===== src/rtl/pll_lock_sequencer_pkg.sv =====
// Shared types for the ADPLL acquisition/lock controller: lock and brake
// state encodings plus small elaboration-time helpers.
package pll_lock_sequencer_pkg;

    typedef enum logic [1:0] {
        UNLOCKED           = 2'd0,
        COARSE_FREQ_LOCKED = 2'd1,
        FINE_FREQ_LOCKED   = 2'd2,
        PHASE_LOCKED       = 2'd3
    } lock_state_t;

    typedef enum logic [1:0] {
        BRAKES_OFF = 2'd0,
        BRAKING    = 2'd1,
        RECOVERING = 2'd2
    } brake_state_t;

    function automatic int max_int(input int a, input int b);
        return (a > b) ? a : b;
    endfunction

endpackage


===== src/rtl/pll_lock_sequencer_if.sv =====
// Error-sample inputs and DCO-code / status outputs of the lock sequencer,
// bundled so the error detectors and DCO side connect as one port.
interface pll_lock_sequencer_if #(
    parameter int FERR_W   = 12,
    parameter int PERR_W   = 8,
    parameter int COARSE_W = 6,
    parameter int FINE_W   = 8
) ();
    import pll_lock_sequencer_pkg::*;

    logic                       en;
    logic                       err_valid;
    logic signed [FERR_W-1:0]   ferr;
    logic signed [PERR_W-1:0]   perr;
    logic        [COARSE_W-1:0] coarse_code;
    logic        [FINE_W-1:0]   fine_code;
    lock_state_t                lock_state;
    brake_state_t               brake_state;
    logic                       locked;
    logic                       unlock_pulse;

    modport master (
        output en, err_valid, ferr, perr,
        input  coarse_code, fine_code, lock_state, brake_state, locked, unlock_pulse
    );

    modport slave (
        input  en, err_valid, ferr, perr,
        output coarse_code, fine_code, lock_state, brake_state, locked, unlock_pulse
    );

endinterface


===== src/rtl/pll_lock_sequencer_tol_run_counter.sv =====
// Magnitude-vs-tolerance compare feeding a saturating run counter of
// consecutive in-tolerance samples; done_o flags the qualifying sample.
module tol_run_counter #(
    parameter int MAG_W    = 13,
    parameter int LOCK_CNT = 4
) (
    input  logic             clk_i,
    input  logic             resetn_i,
    input  logic             clr_i,
    input  logic             sample_i,
    input  logic [MAG_W-1:0] mag_i,
    input  logic [MAG_W-1:0] tol_i,
    output logic             done_o
);
    localparam int CNT_W = $clog2(LOCK_CNT + 1);
    localparam logic [CNT_W-1:0] CNT_MAX = CNT_W'(LOCK_CNT);
    localparam logic [CNT_W-1:0] CNT_LAST = CNT_W'(LOCK_CNT - 1);

    logic [CNT_W-1:0] cnt_q, cnt_d;
    logic             in_tol;

    assign in_tol = (mag_i <= tol_i);

    // Combinational so the owning FSM can advance on the same edge the run completes.
    assign done_o = sample_i && in_tol && (cnt_q >= CNT_LAST);

    always_comb begin
        cnt_d = cnt_q;
        if (clr_i) begin
            cnt_d = '0;
        end else if (sample_i) begin
            if (!in_tol)
                cnt_d = '0;
            else if (cnt_q != CNT_MAX)
                cnt_d = cnt_q + 1'b1;
        end
    end

    always_ff @(posedge clk_i) begin
        if (!resetn_i)
            cnt_q <= '0;
        else
            cnt_q <= cnt_d;
    end

endmodule


===== src/rtl/pll_lock_sequencer.sv =====
// ADPLL acquisition and lock controller: steps coarse/fine DCO codes from
// frequency/phase error samples, walks the lock states, brakes on overshoot.
module pll_lock_sequencer
    import pll_lock_sequencer_pkg::*;
#(
    parameter int FERR_W       = 12,
    parameter int PERR_W       = 8,
    parameter int COARSE_W     = 6,
    parameter int FINE_W       = 8,
    parameter int LOCK_CNT     = 4,
    parameter int COARSE_TOL   = 8,
    parameter int FINE_TOL     = 1,
    parameter int PHASE_TOL    = 2,
    parameter int LOSS_TOL     = 16,
    parameter int BRAKE_CYCLES = 3
) (
    input  logic                 refclk,
    input  logic                 resetn,
    pll_lock_sequencer_if.slave  bus
);
    localparam int MAG_W  = max_int(FERR_W, PERR_W) + 1;
    localparam int CODE_W = max_int(COARSE_W, FINE_W);
    localparam int BC_W   = $clog2(BRAKE_CYCLES + 1);

    localparam logic [COARSE_W-1:0] COARSE_MID = {1'b1, {(COARSE_W-1){1'b0}}};
    localparam logic [FINE_W-1:0]   FINE_MID   = {1'b1, {(FINE_W-1){1'b0}}};
    localparam logic [BC_W-1:0]     BRAKE_LAST = BC_W'(BRAKE_CYCLES - 1);

    function automatic logic [MAG_W-1:0] abs_mag(input logic signed [MAG_W-1:0] v);
        return (v < 0) ? MAG_W'(-v) : MAG_W'(v);
    endfunction

    function automatic logic [CODE_W-1:0] sat_step(
        input logic [CODE_W-1:0] code,
        input logic [CODE_W-1:0] top,
        input logic              up,
        input logic              dn
    );
        if (up && code != top) return code + 1'b1;
        if (dn && code != '0)  return code - 1'b1;
        return code;
    endfunction

    logic [COARSE_W-1:0] coarse_q, coarse_d;
    logic [FINE_W-1:0]   fine_q, fine_d;
    lock_state_t         lock_q, lock_d;
    brake_state_t        brake_q, brake_d;
    logic [BC_W-1:0]     brake_cnt_q, brake_cnt_d;
    logic                alt_q, alt_d;
    logic                sign_vld_q, sign_vld_d;
    logic                sign_neg_q, sign_neg_d;
    logic                locked_q, locked_d;
    logic                pulse_q, pulse_d;

    // One extra bit so the most negative input has a representable magnitude.
    logic signed [MAG_W-1:0] ferr_s, perr_s;
    logic [MAG_W-1:0]        ferr_mag, perr_mag, run_mag, run_tol;
    logic                    ferr_nz, ferr_neg, ferr_pos, perr_neg, perr_pos;
    logic                    reversal, sample, run_done, run_clr, coarse_go;

    assign ferr_s   = MAG_W'(bus.ferr);
    assign perr_s   = MAG_W'(bus.perr);
    assign ferr_mag = abs_mag(ferr_s);
    assign perr_mag = abs_mag(perr_s);
    assign ferr_nz  = (bus.ferr != '0);
    assign ferr_neg = ferr_s[MAG_W-1];
    assign ferr_pos = ferr_nz && !ferr_neg;
    assign perr_neg = perr_s[MAG_W-1];
    assign perr_pos = (bus.perr != '0) && !perr_neg;
    assign reversal = ferr_nz && sign_vld_q && (ferr_neg != sign_neg_q);
    assign sample   = bus.en && bus.err_valid;

    always_comb begin
        run_mag = ferr_mag;
        run_tol = MAG_W'(COARSE_TOL);
        case (lock_q)
            COARSE_FREQ_LOCKED: run_tol = MAG_W'(FINE_TOL);
            FINE_FREQ_LOCKED, PHASE_LOCKED: begin
                run_mag = perr_mag;
                run_tol = MAG_W'(PHASE_TOL);
            end
            default: ;
        endcase
    end

    assign run_clr = !bus.en || (lock_d != lock_q);

    tol_run_counter #(
        .MAG_W    (MAG_W),
        .LOCK_CNT (LOCK_CNT)
    ) u_run (
        .clk_i    (refclk),
        .resetn_i (resetn),
        .clr_i    (run_clr),
        .sample_i (sample),
        .mag_i    (run_mag),
        .tol_i    (run_tol),
        .done_o   (run_done)
    );

    always_comb begin
        coarse_d    = coarse_q;
        fine_d      = fine_q;
        lock_d      = lock_q;
        brake_d     = brake_q;
        brake_cnt_d = brake_cnt_q;
        alt_d       = alt_q;
        sign_vld_d  = sign_vld_q;
        sign_neg_d  = sign_neg_q;
        pulse_d     = 1'b0;
        coarse_go   = 1'b0;

        if (!bus.en) begin
            lock_d      = UNLOCKED;
            brake_d     = BRAKES_OFF;
            brake_cnt_d = '0;
            alt_d       = 1'b0;
        end else if (bus.err_valid) begin
            if (ferr_nz) begin
                sign_vld_d = 1'b1;
                sign_neg_d = ferr_neg;
            end
            // Loss of lock outranks any advance or step from the same sample.
            if (lock_q != UNLOCKED && ferr_mag > MAG_W'(LOSS_TOL)) begin
                lock_d      = UNLOCKED;
                fine_d      = FINE_MID;
                pulse_d     = 1'b1;
                brake_d     = BRAKES_OFF;
                brake_cnt_d = '0;
                alt_d       = 1'b0;
            end else begin
                case (lock_q)
                    UNLOCKED: begin
                        case (brake_q)
                            BRAKES_OFF: begin
                                if (reversal) begin
                                    brake_d     = BRAKING;
                                    brake_cnt_d = '0;
                                end else begin
                                    coarse_go = 1'b1;
                                end
                            end
                            BRAKING: begin
                                if (brake_cnt_q == BRAKE_LAST) begin
                                    brake_d     = RECOVERING;
                                    brake_cnt_d = '0;
                                    alt_d       = 1'b0;
                                end else begin
                                    brake_cnt_d = brake_cnt_q + 1'b1;
                                end
                            end
                            RECOVERING: begin
                                alt_d = ~alt_q;
                                if (reversal) begin
                                    brake_d     = BRAKING;
                                    brake_cnt_d = '0;
                                end else begin
                                    coarse_go = alt_q;
                                    if (ferr_mag <= MAG_W'(COARSE_TOL))
                                        brake_d = BRAKES_OFF;
                                end
                            end
                            default: brake_d = BRAKES_OFF;
                        endcase
                        if (coarse_go)
                            coarse_d = COARSE_W'(sat_step(CODE_W'(coarse_q),
                                CODE_W'({COARSE_W{1'b1}}), ferr_neg, ferr_pos));
                        if (run_done) begin
                            lock_d      = COARSE_FREQ_LOCKED;
                            brake_d     = BRAKES_OFF;
                            brake_cnt_d = '0;
                            alt_d       = 1'b0;
                        end
                    end
                    COARSE_FREQ_LOCKED: begin
                        fine_d = FINE_W'(sat_step(CODE_W'(fine_q),
                            CODE_W'({FINE_W{1'b1}}), ferr_neg, ferr_pos));
                        if (run_done)
                            lock_d = FINE_FREQ_LOCKED;
                    end
                    FINE_FREQ_LOCKED: begin
                        fine_d = FINE_W'(sat_step(CODE_W'(fine_q),
                            CODE_W'({FINE_W{1'b1}}), perr_neg, perr_pos));
                        if (run_done)
                            lock_d = PHASE_LOCKED;
                    end
                    default: begin
                        fine_d = FINE_W'(sat_step(CODE_W'(fine_q),
                            CODE_W'({FINE_W{1'b1}}), perr_neg, perr_pos));
                    end
                endcase
            end
        end
        locked_d = (lock_d == PHASE_LOCKED);
    end

    always_ff @(posedge refclk) begin
        if (!resetn) begin
            coarse_q    <= COARSE_MID;
            fine_q      <= FINE_MID;
            lock_q      <= UNLOCKED;
            brake_q     <= BRAKES_OFF;
            brake_cnt_q <= '0;
            alt_q       <= 1'b0;
            sign_vld_q  <= 1'b0;
            sign_neg_q  <= 1'b0;
            locked_q    <= 1'b0;
            pulse_q     <= 1'b0;
        end else begin
            coarse_q    <= coarse_d;
            fine_q      <= fine_d;
            lock_q      <= lock_d;
            brake_q     <= brake_d;
            brake_cnt_q <= brake_cnt_d;
            alt_q       <= alt_d;
            sign_vld_q  <= sign_vld_d;
            sign_neg_q  <= sign_neg_d;
            locked_q    <= locked_d;
            pulse_q     <= pulse_d;
        end
    end

    assign bus.coarse_code  = coarse_q;
    assign bus.fine_code    = fine_q;
    assign bus.lock_state   = lock_q;
    assign bus.brake_state  = brake_q;
    assign bus.locked       = locked_q;
    assign bus.unlock_pulse = pulse_q;

endmodule


===== src/flat_wrapper.sv =====
// flat-port wrapper written by rule: the top's interface ports become plain ports
module pll_lock_sequencer_flat import pll_lock_sequencer_pkg::*;
#(
    parameter int FERR_W       = 12,
    parameter int PERR_W       = 8,
    parameter int COARSE_W     = 6,
    parameter int FINE_W       = 8,
    parameter int LOCK_CNT     = 4,
    parameter int COARSE_TOL   = 8,
    parameter int FINE_TOL     = 1,
    parameter int PHASE_TOL    = 2,
    parameter int LOSS_TOL     = 16,
    parameter int BRAKE_CYCLES = 3
)
  (refclk, resetn, bus_en, bus_err_valid, bus_ferr, bus_perr, bus_coarse_code, bus_fine_code, bus_lock_state, bus_brake_state, bus_locked, bus_unlock_pulse);
  pll_lock_sequencer_if #(.FERR_W(FERR_W), .PERR_W(PERR_W), .COARSE_W(COARSE_W), .FINE_W(FINE_W)) bus_i ();
  input  logic refclk;
  input  logic resetn;
  input wire logic [$bits(bus_i.en)-1:0] bus_en;
  input wire logic [$bits(bus_i.err_valid)-1:0] bus_err_valid;
  input wire logic [$bits(bus_i.ferr)-1:0] bus_ferr;
  input wire logic [$bits(bus_i.perr)-1:0] bus_perr;
  output wire logic [$bits(bus_i.coarse_code)-1:0] bus_coarse_code;
  output wire logic [$bits(bus_i.fine_code)-1:0] bus_fine_code;
  output wire logic [$bits(bus_i.lock_state)-1:0] bus_lock_state;
  output wire logic [$bits(bus_i.brake_state)-1:0] bus_brake_state;
  output wire logic [$bits(bus_i.locked)-1:0] bus_locked;
  output wire logic [$bits(bus_i.unlock_pulse)-1:0] bus_unlock_pulse;
  assign bus_i.en = bus_en;
  assign bus_i.err_valid = bus_err_valid;
  assign bus_i.ferr = bus_ferr;
  assign bus_i.perr = bus_perr;
  assign bus_coarse_code = bus_i.coarse_code;
  assign bus_fine_code = bus_i.fine_code;
  assign bus_lock_state = bus_i.lock_state;
  assign bus_brake_state = bus_i.brake_state;
  assign bus_locked = bus_i.locked;
  assign bus_unlock_pulse = bus_i.unlock_pulse;
  pll_lock_sequencer #(.FERR_W(FERR_W), .PERR_W(PERR_W), .COARSE_W(COARSE_W), .FINE_W(FINE_W), .LOCK_CNT(LOCK_CNT), .COARSE_TOL(COARSE_TOL), .FINE_TOL(FINE_TOL), .PHASE_TOL(PHASE_TOL), .LOSS_TOL(LOSS_TOL), .BRAKE_CYCLES(BRAKE_CYCLES)) u_core (.refclk(refclk), .resetn(resetn), .bus(bus_i));
endmodule

===== config.mk =====
export PLATFORM = sky130hd
export DESIGN_NAME = pll_lock_sequencer_flat
export DESIGN_NICKNAME = d
export VERILOG_FILES = /design/src/rtl/pll_lock_sequencer_pkg.sv /design/src/rtl/pll_lock_sequencer_if.sv /design/src/rtl/pll_lock_sequencer_tol_run_counter.sv /design/src/rtl/pll_lock_sequencer.sv /design/src/flat_wrapper.sv
export SDC_FILE = /design/constraint.sdc
export NUM_CORES = 1
export LEC_CHECK = 0
export ABC_AREA = 1
export BUFFER_PORTS_ARGS = -buffer_cell sky130_fd_sc_hd__buf_2
export CORE_UTILIZATION = 35
export DETAILED_ROUTE_END_ITERATION = 8
export PLACE_DENSITY = 0.55
export RECOVER_POWER = 50
export SETUP_SLACK_MARGIN = 0.3
export SLEW_MARGIN = 15
export SYNTH_ARGS = -nofsm -noshare
export SYNTH_HDL_FRONTEND = slang
export SYNTH_HIERARCHICAL = 1
export SYNTH_SLANG_ARGS = --single-unit

===== constraint.sdc =====
create_clock -name refclk -period 3.1 [get_ports refclk]
set_clock_uncertainty 0.1 [all_clocks]
set_input_delay 0.31 -clock refclk [delete_from_list [all_inputs] [get_ports refclk]]
set_output_delay 0.31 -clock refclk [all_outputs]
set_load 0.02 [all_outputs]

# --- After elaboration in Yosys (flattened, before gate mapping) ---
# Cells that the tools add are included.
op_classes:
  addsub: 8
  magnitude_cmp: 6
  n_eq_ne: 20
  muxes: 100
  bitwise: 3
  reduce_logical: 43
op_table:
  columns: ["operator", "n"]
  rows:
  - ["2-to-1 mux 8 bit", 11]
  - ["2-to-1 mux 1 bit", 55]
  - ["2-to-1 mux 13 bit", 3]
  - ["2-to-1 mux 2 bit", 18]
  - ["2-to-1 mux 6 bit", 4]
  - ["case mux 8 bit (3 select lines)", 1]
  - ["inequality test 4 x 1 -> 1 bit (second input constant)", 5]
  - ["nonzero test 8 bit", 2]
  - ["logical AND 1 bit", 14]
  - ["> comparator 13 x 5 -> 1 bit (second input constant)", 1]
  - ["less-or-equal comparator 13 x 4 -> 1 bit", 1]
  - ["less-or-equal comparator 13 x 4 -> 1 bit (second input constant)", 1]
  - ["negation 12 -> 13 bit", 1]
  - ["negation 8 -> 13 bit", 1]
  - ["less-than comparator 12 x 1 -> 1 bit (second input constant)", 1]
  - ["case mux 2 bit (3 select lines)", 2]
  - ["AND reduction 6 bit", 2]
  - ["nonzero test 12 bit", 1]
  - ["== test 2 bit (second input constant)", 5]
  - ["adder 8 x 1 -> 8 bit (second input constant)", 1]
  - ["less-than comparator 8 x 1 -> 1 bit (second input constant)", 1]
  - ["inequality test 8 bit (second input constant)", 1]
  - ["case mux 4 bit (2 select lines)", 1]
  - ["AND reduction 4 bit", 2]
  - ["other kinds (29)", 45]
word_totals:
  reg_bits: 28
  input_bits: 24
  output_inout_bits: 20
  elab_cells: 191

# --- Logic depth before layout (Yosys ltp) ---
depth:
  word_depth: 22
  mapped_depth: 27

# --- Hierarchy ---
# The synthesis kept the hierarchy.
by_module_without_submodules:
  columns: ["module", "instances", "cells_per_inst", "area_per_inst_um2", "seq_area_each_um2"]
  rows:
  - ["pll_lock_sequencer", 1, 438, 2532.4, 500.5]
  - ["tol_run_counter", 1, 92, 593.1, 60.1]

# --- Worst setup path after synthesis ---
# OpenSTA, ideal clock, no wires.
synth_path:
  path_type: "register -> register"
  startpoint: "register u_core.lock_q[1] (netlist: u_core/bus.lock_state[1])"
  endpoint: "register u_core.u_run.cnt_q[2]"
  setup_ps: 70
  arrival_time_ps: 3029
  setup_slack_ps: -99
  stages_incl_launch_ff: 22
  n_path_buf: 2
  synth_period_minus_slack_ps: 3199
  cell_sequence: "dfxtp_1 clkbuf_1 clkbuf_1 nor4_1 ha_1 nand2_1 nor2_2 inv_2 nor2_4 nand2_1 nand2_1 nand2_2 o211a_1 inv_1 a21oi_1 a221oi_1 nand2_1 xor2_1 nand2_1 nor2_1 inv_1 a21oi_1"
synth_via:
  elab_chain_len: 14
  word_cells_on_any_way: 25
synth_lines:
  columns: ["item", "line", "rtl"]
  rows:
  - ["start: declaration", "pll_lock_sequencer.sv:46", "lock_state_t lock_q, lock_d;"]
  - ["start signal: assignment", "pll_lock_sequencer.sv:212", "lock_q <= lock_d;"]
  - ["== test 2 bit", "pll_lock_sequencer.sv:76", "case (lock_q)"]
  - ["OR reduction 2 bit *", "pll_lock_sequencer.sv:76", null]
  - ["2-to-1 mux 13 bit *", "pll_lock_sequencer.sv:76", null]
  - ["net u_core.run_mag[11]", "pll_lock_sequencer.sv:57", "logic [MAG_W-1:0] ferr_mag, perr_mag, run_mag, run_tol;"]
  - ["less-or-equal comparator 13 x 4 -> 1 bit *", "pll_lock_sequencer_tol_run_counter.sv:22", "assign in_tol = (mag_i <= tol_i);"]
  - ["logical AND 1 bit * (2 in a row)", "pll_lock_sequencer_tol_run_counter.sv:25", "assign done_o = sample_i && in_tol && (cnt_q >= CNT_LAST);"]
  - ["net u_core.run_done", "pll_lock_sequencer.sv:59", "logic reversal, sample, run_done, run_clr, coarse_go;"]
  - ["2-to-1 mux 2 bit (on tied branches)", "pll_lock_sequencer.sv:184, pll_lock_sequencer.sv:168, pll_lock_sequencer.sv:178", null]
  - ["case mux 2 bit (3 select lines) *", "pll_lock_sequencer.sv:132", "case (lock_q)"]
  - ["2-to-1 mux 2 bit *", "pll_lock_sequencer.sv:124", "if (lock_q != UNLOCKED && ferr_mag > MAG_W'(LOSS_TOL)) begin"]
  - ["2-to-1 mux 2 bit *", "pll_lock_sequencer.sv:118", "end else if (bus.err_valid) begin"]
  - ["2-to-1 mux 2 bit *", "pll_lock_sequencer.sv:113", "if (!bus.en) begin"]
  - ["inequality test 2 bit *", "pll_lock_sequencer.sv:86", "assign run_clr = !bus.en || (lock_d != lock_q);"]
  - ["logical OR 1 bit *", "pll_lock_sequencer.sv:86", null]
  - ["net u_core.run_clr", "pll_lock_sequencer.sv:59", null]
  - ["OR reduction 2 bit (no source line) *", null, null]
  - ["end signal: assignment", "pll_lock_sequencer_tol_run_counter.sv:43", "cnt_q <= cnt_d;"]
  - ["end: declaration", "pll_lock_sequencer_tol_run_counter.sv:19", "logic [CNT_W-1:0] cnt_q, cnt_d;"]
# Mark *: on every way through the listed nets, which the timed path passes. The rest lies on a longest branch.
# A chain may end at the register's enable or synchronous reset.

# --- Worst setup path in the final report ---
layout_path:
  startpoint: "input port bus_perr[1]"
  endpoint: "register u_core.u_run.cnt_q[2]"
layout_via:
  elab_chain_len: 14
  word_cells_on_any_way: 20
layout_lines:
  columns: ["item", "line", "rtl"]
  rows:
  - ["start: declaration", "flat_wrapper.sv:22", "input wire logic [$bits(bus_i.perr)-1:0] bus_perr;"]
  - ["negation 8 -> 13 bit or less-than comparator 8 x 1 -> 1 bit (tied branches)", "pll_lock_sequencer.sv:30", "return (v < 0) ? MAG_W'(-v) : MAG_W'(v);"]
  - ["2-to-1 mux 13 bit *", "pll_lock_sequencer.sv:30", null]
  - ["2-to-1 mux 13 bit *", "pll_lock_sequencer.sv:76", null]
  - ["net u_core.run_mag[6]", "pll_lock_sequencer.sv:57", null]
  - ["less-or-equal comparator 13 x 4 -> 1 bit *", "pll_lock_sequencer_tol_run_counter.sv:22", null]
  - ["logical AND 1 bit * (2 in a row)", "pll_lock_sequencer_tol_run_counter.sv:25", null]
  - ["net u_core.run_done", "pll_lock_sequencer.sv:59", null]
  - ["2-to-1 mux 2 bit (on tied branches)", "pll_lock_sequencer.sv:184, pll_lock_sequencer.sv:168, pll_lock_sequencer.sv:178", null]
  - ["case mux 2 bit (3 select lines) *", "pll_lock_sequencer.sv:132", null]
  - ["2-to-1 mux 2 bit *", "pll_lock_sequencer.sv:124", null]
  - ["2-to-1 mux 2 bit *", "pll_lock_sequencer.sv:118", null]
  - ["2-to-1 mux 2 bit *", "pll_lock_sequencer.sv:113", null]
  - ["inequality test 2 bit *", "pll_lock_sequencer.sv:86", null]
  - ["logical OR 1 bit *", "pll_lock_sequencer.sv:86", null]
  - ["net u_core.run_clr", "pll_lock_sequencer.sv:59", null]
  - ["OR reduction 2 bit (no source line) *", null, null]
# Marks and branches as above.

==> impl_summary.md <==
Placed design
At the end of routability-driven placement, the weighted congestion stood at 0.832. The standard cell area after detailed placement is 3780 um^2. The number of placed instances, taps included, is 715. The pre-CTS setup slack is -0.203 ns.

The post-DP HPWL is 6750 um. Input and output buffers added on the ports amount to 43.

Synthesis
For this run, the number of Yosys warnings is 6. After synthesis, the netlist uses 42 different library cells. The synthesized design contains 28 register bits.

After synthesis, flip-flops and latches occupy between 15 and 20% of the total area. The number of flops mapped to enable cells by yosys is 0. The synthesized design spends more area on one cell type than any other, namely dfxtp_1.

The synthesized netlist occupies a cell area of roughly 3100 um^2. The share of Yosys cell area claimed by the top area cell type is approximately 18%. The synthesized netlist cell count is 530. Yosys attributes the largest share of cell area to dfxtp_1, nand2_1, ha_1. Counting flops with an async set or reset pin after synthesis yields a share of 0%. The main flop type after synthesis is dfxtp_1. The average instance in the mapped netlist occupies 5.90 um^2.

Critical path
Data on the critical path arrives at its endpoint at approximately 3 ns. Together, buffers and inverters on the worst path number 3. The type of destination of the critical path is a register. The data required time of the worst path is ~3.2 ns.

The delay of the slowest critical-path stage is 0.27 ns. The cell with the biggest individual delay on the critical path is ha_1. The kind of cell with the highest combined delay along the critical path is compound AO/OA/AOI/OAI gates.

The category of the critical setup timing path is input port to register. The largest fanout on the critical path is 3. The worst setup path is launched from an input port. In this design, the critical path's most frequently occurring cell is nand2_1.

Timing
The worst setup margin is 0.177 ns. Headroom to the max-slew limit came out at 58.6%. The number of hold violations in the final report is 0. The fraction of the cycle the final worst path needs is 94.3%. Setup repair after global routing could not meet its margin everywhere. For this run, the top clock speed supported by timing is 0.342 GHz. At the pin with the least slew margin, the transition time is a little over 0.6 ns. The number of pins with negative max-slew slack in the final report is 0. The count of endpoints failing setup in the final report is 0. The routed design could run at a clock period as short as 2.92 ns. The post-route worst hold slack is 0.227 ns.

GRT
The maximum number of pins on one net before global-route repair is 19. The first global-routing pass estimated roughly 14000 um of wire. The initial antenna violation count is 0. The via count of the first global-routing pass is 3234. The total grt overflow is 0. Global routing used 18.9% of the available tracks across all layers.

Routing
In this run the remaining antenna-violating nets after routing total 0. The first routing iteration left 134 violations. In the routed design, unresolved DRC markers number 0. The average via count per standard cell is 4.79. The routed layout has between 3k and 4k vias. After detailed routing, the total wire length is 8380 um. Dividing the detail-routed wire length by the instance count gives 11.5 um. The detailed-routing iteration count for the pre-antenna-repair pass is 4.

Floorplanning
The overall die height is 96.5 um. The floorplan has 34 rows. The region available for standard cell placement spans 8680 um^2. The effective utilization at floorplan is 36.0%. From left edge to right edge, the die measures between 90 and 100 um. During I/O placement, the number of pins put on the boundary was 44. The die covers 9310 um^2.

Finish
The number of antenna diodes in the final layout is 0. Cells fill 46.8% of the core in the end. At the end of the flow, the number of nets in the layout was 673. Cells with a size suffix above 1 make up 26.1% of the layout. After filler insertion, the fill cell instance count of the layout stands at 955. The finished layout holds 728 standard cells, fillers aside. In the layout the commonest cells are nand2_1, inv_1, nor2_1.

The finished cells cover 4060 um^2. Leaving out fill and tap cells, the most frequent cell in the layout is nand2_1. The layout-stage area growth over the synthesis result is 29.9%.

Min path
The worst hold path class is input port to register.

Clock tree
The post-CTS clock slew at the launch and capture registers of the worst setup and hold paths is 0.10 ns. TritonCTS created 3 clock buffers. The TritonCTS clock tree is yes. The clock latency reported for the late side of the worst-skew pair is 0.28 ns. The clock passes through at most 2 buffers.

The level count of the clock H-tree is 1. CTS saw 28 sinks. The clock root buffer is clkbuf_8. In this run, post-CTS hold repair placed 0 buffers.

Power
The worst vdd rail ir drop is 0.195 mV. The sequential cell fraction of total power is 38.6%. The internal portion of the total power is 0.633 mW. The ratio of total power to cell area is 244 nW/um^2.

In this run the power spent charging and discharging nets is 0.357 mW. The clock network is responsible for 23.6% of the overall power. The switching share of power is 36.0%. In this run, the combinational gates consume 37.8% of the power. The analysis attributes to cell leakage a power of 2.00 nW.

Flow run
The reported max-cap violation count is 0.

Outcome
The run finished with clean final reports.
## power groups by stage
stage	logic [mW]	clock network, mW	registers [mW]
2_1_floorplan	0.231	0	0.398
3_3_place_gp	0.341	0	0.391
3_5_place_dp	0.346	0	0.391
4_1_cts	0.362	0.245	0.382
5_1_grt	0.425	0.259	0.385
6_report	0.374	0.233	0.382
## Yosys cell counts (3+ instances only)
cell,instances
a31oi_1,5
nor4_1,3
inv_2,19
ha_1,28
o21ai_1,15
or2_2,3
o21ai_0,20
nand2_2,9
nor2_1,54
nand4_1,11
xor2_1,4
nand2_1,116
nor3_1,10
nor2_2,4
clkbuf_1,6
nand3_1,46
nand2_4,3
a21oi_1,31
dfxtp_1,28
inv_1,87
## flip-flops by register name, indices dropped and copies added (netlist names)
signal,count
u_core/alt_q,1
u_core/bus.lock_state,2
u_core/bus.unlock_pulse,1
u_core/brake_cnt_q,2
u_core/bus.fine_code,8
u_core/sign_vld_q,1
u_core/bus.locked,1
u_core/u_run/cnt_q,3
u_core/sign_neg_q,1
u_core/bus.brake_state,2
u_core/bus.coarse_code,6
## stage by stage
step | TNS, ns | total power [mW]
finish | 0 | 0.990
global route | -0.430 | 1.07
CTS | 0 | 0.989
detailed placement | -0.767 | 0.737
global placement | -0.311 | 0.732
floorplan | 0 | 0.629
## metal layers
metal | global-route usage [%] | part of all wire (%)
met2 | 34.3 | 48
met5 | 0 | 0
met4 | 1.10 | 0.24
met1 | 24.7 | 49
met3 | 2.35 | 2.9
## worst reg2reg max path, stage by stage, from the launching register on
cell and delay [ns]:
dfxtp_4 0.40, inv_1 0.06, nor4_1 0.21, nand2_1 0.11, o21ai_1 0.10, ha_1 0.25
nand2_1 0.08, inv_2 0.04, nand2_1 0.05, nand2_1 0.06, a21oi_2 0.14, nand2_1 0.07
nand2_2 0.07, o211a_1 0.20, nand2_1 0.08, a221oi_2 0.24, nand2_1 0.11, xor2_1 0.15
nand2_1 0.08, nor2_2 0.09, inv_2 0.06, a21oi_2 0.09
## timing repair
action	CTS	global route
gates cloned	0	0
resized for setup	22	26
buffers inserted	6	3
endpoints found under the setup margin	8	11
pin swaps	22	22
## cell type report
class                   count  area [um^2]  share of cell area (%)
well taps                 108          135                    3.33
flip-flops and latches     28          564                    13.9
repair buffers             85          558                    13.7
multi-input cells         397         2330                    57.3
clock buffers               4         55.1                    1.36
inverters                 106          420                    10.4
## kinds of logic (layout without fill, tap and decap cells)
| logic type | after synthesis | in the layout | synth area share [%] |
|---|---|---|---|
| xor+xnor | 6 | 6 | 1.68 |
| compound gates | 85 | 85 | 15.6 |
| fa+ha+maj | 28 | 28 | 11.2 |
| flops | 28 | 28 | 17.9 |
| buf+inv | 115 | 195 | 14.2 |
| simple gates | 267 | 267 | 39.2 |
| other cells | 1 | 11 | 0.120 |
## final timing paths
check | from | to | slack (ns) | cells after the start
setup reg to reg | u_core/bus.lock_state[1]$_SDFF_PN0_ | u_core/u_run/cnt_q[2]$_SDFFE_PP0P_ | 0.18 | 21
setup / recovery | bus_perr[1] | u_core/u_run/cnt_q[2]$_SDFFE_PP0P_ | 0.18 | 27
hold reg to reg | u_core/brake_cnt_q[0]$_SDFFE_PN0P_ | u_core/brake_cnt_q[0]$_SDFFE_PN0P_ | 0.38 | 2
hold / removal | bus_err_valid | u_core/bus.unlock_pulse$_SDFF_PN0_ | 0.23 | 3
No activity file was read; power rests on OpenSTA's default activity.
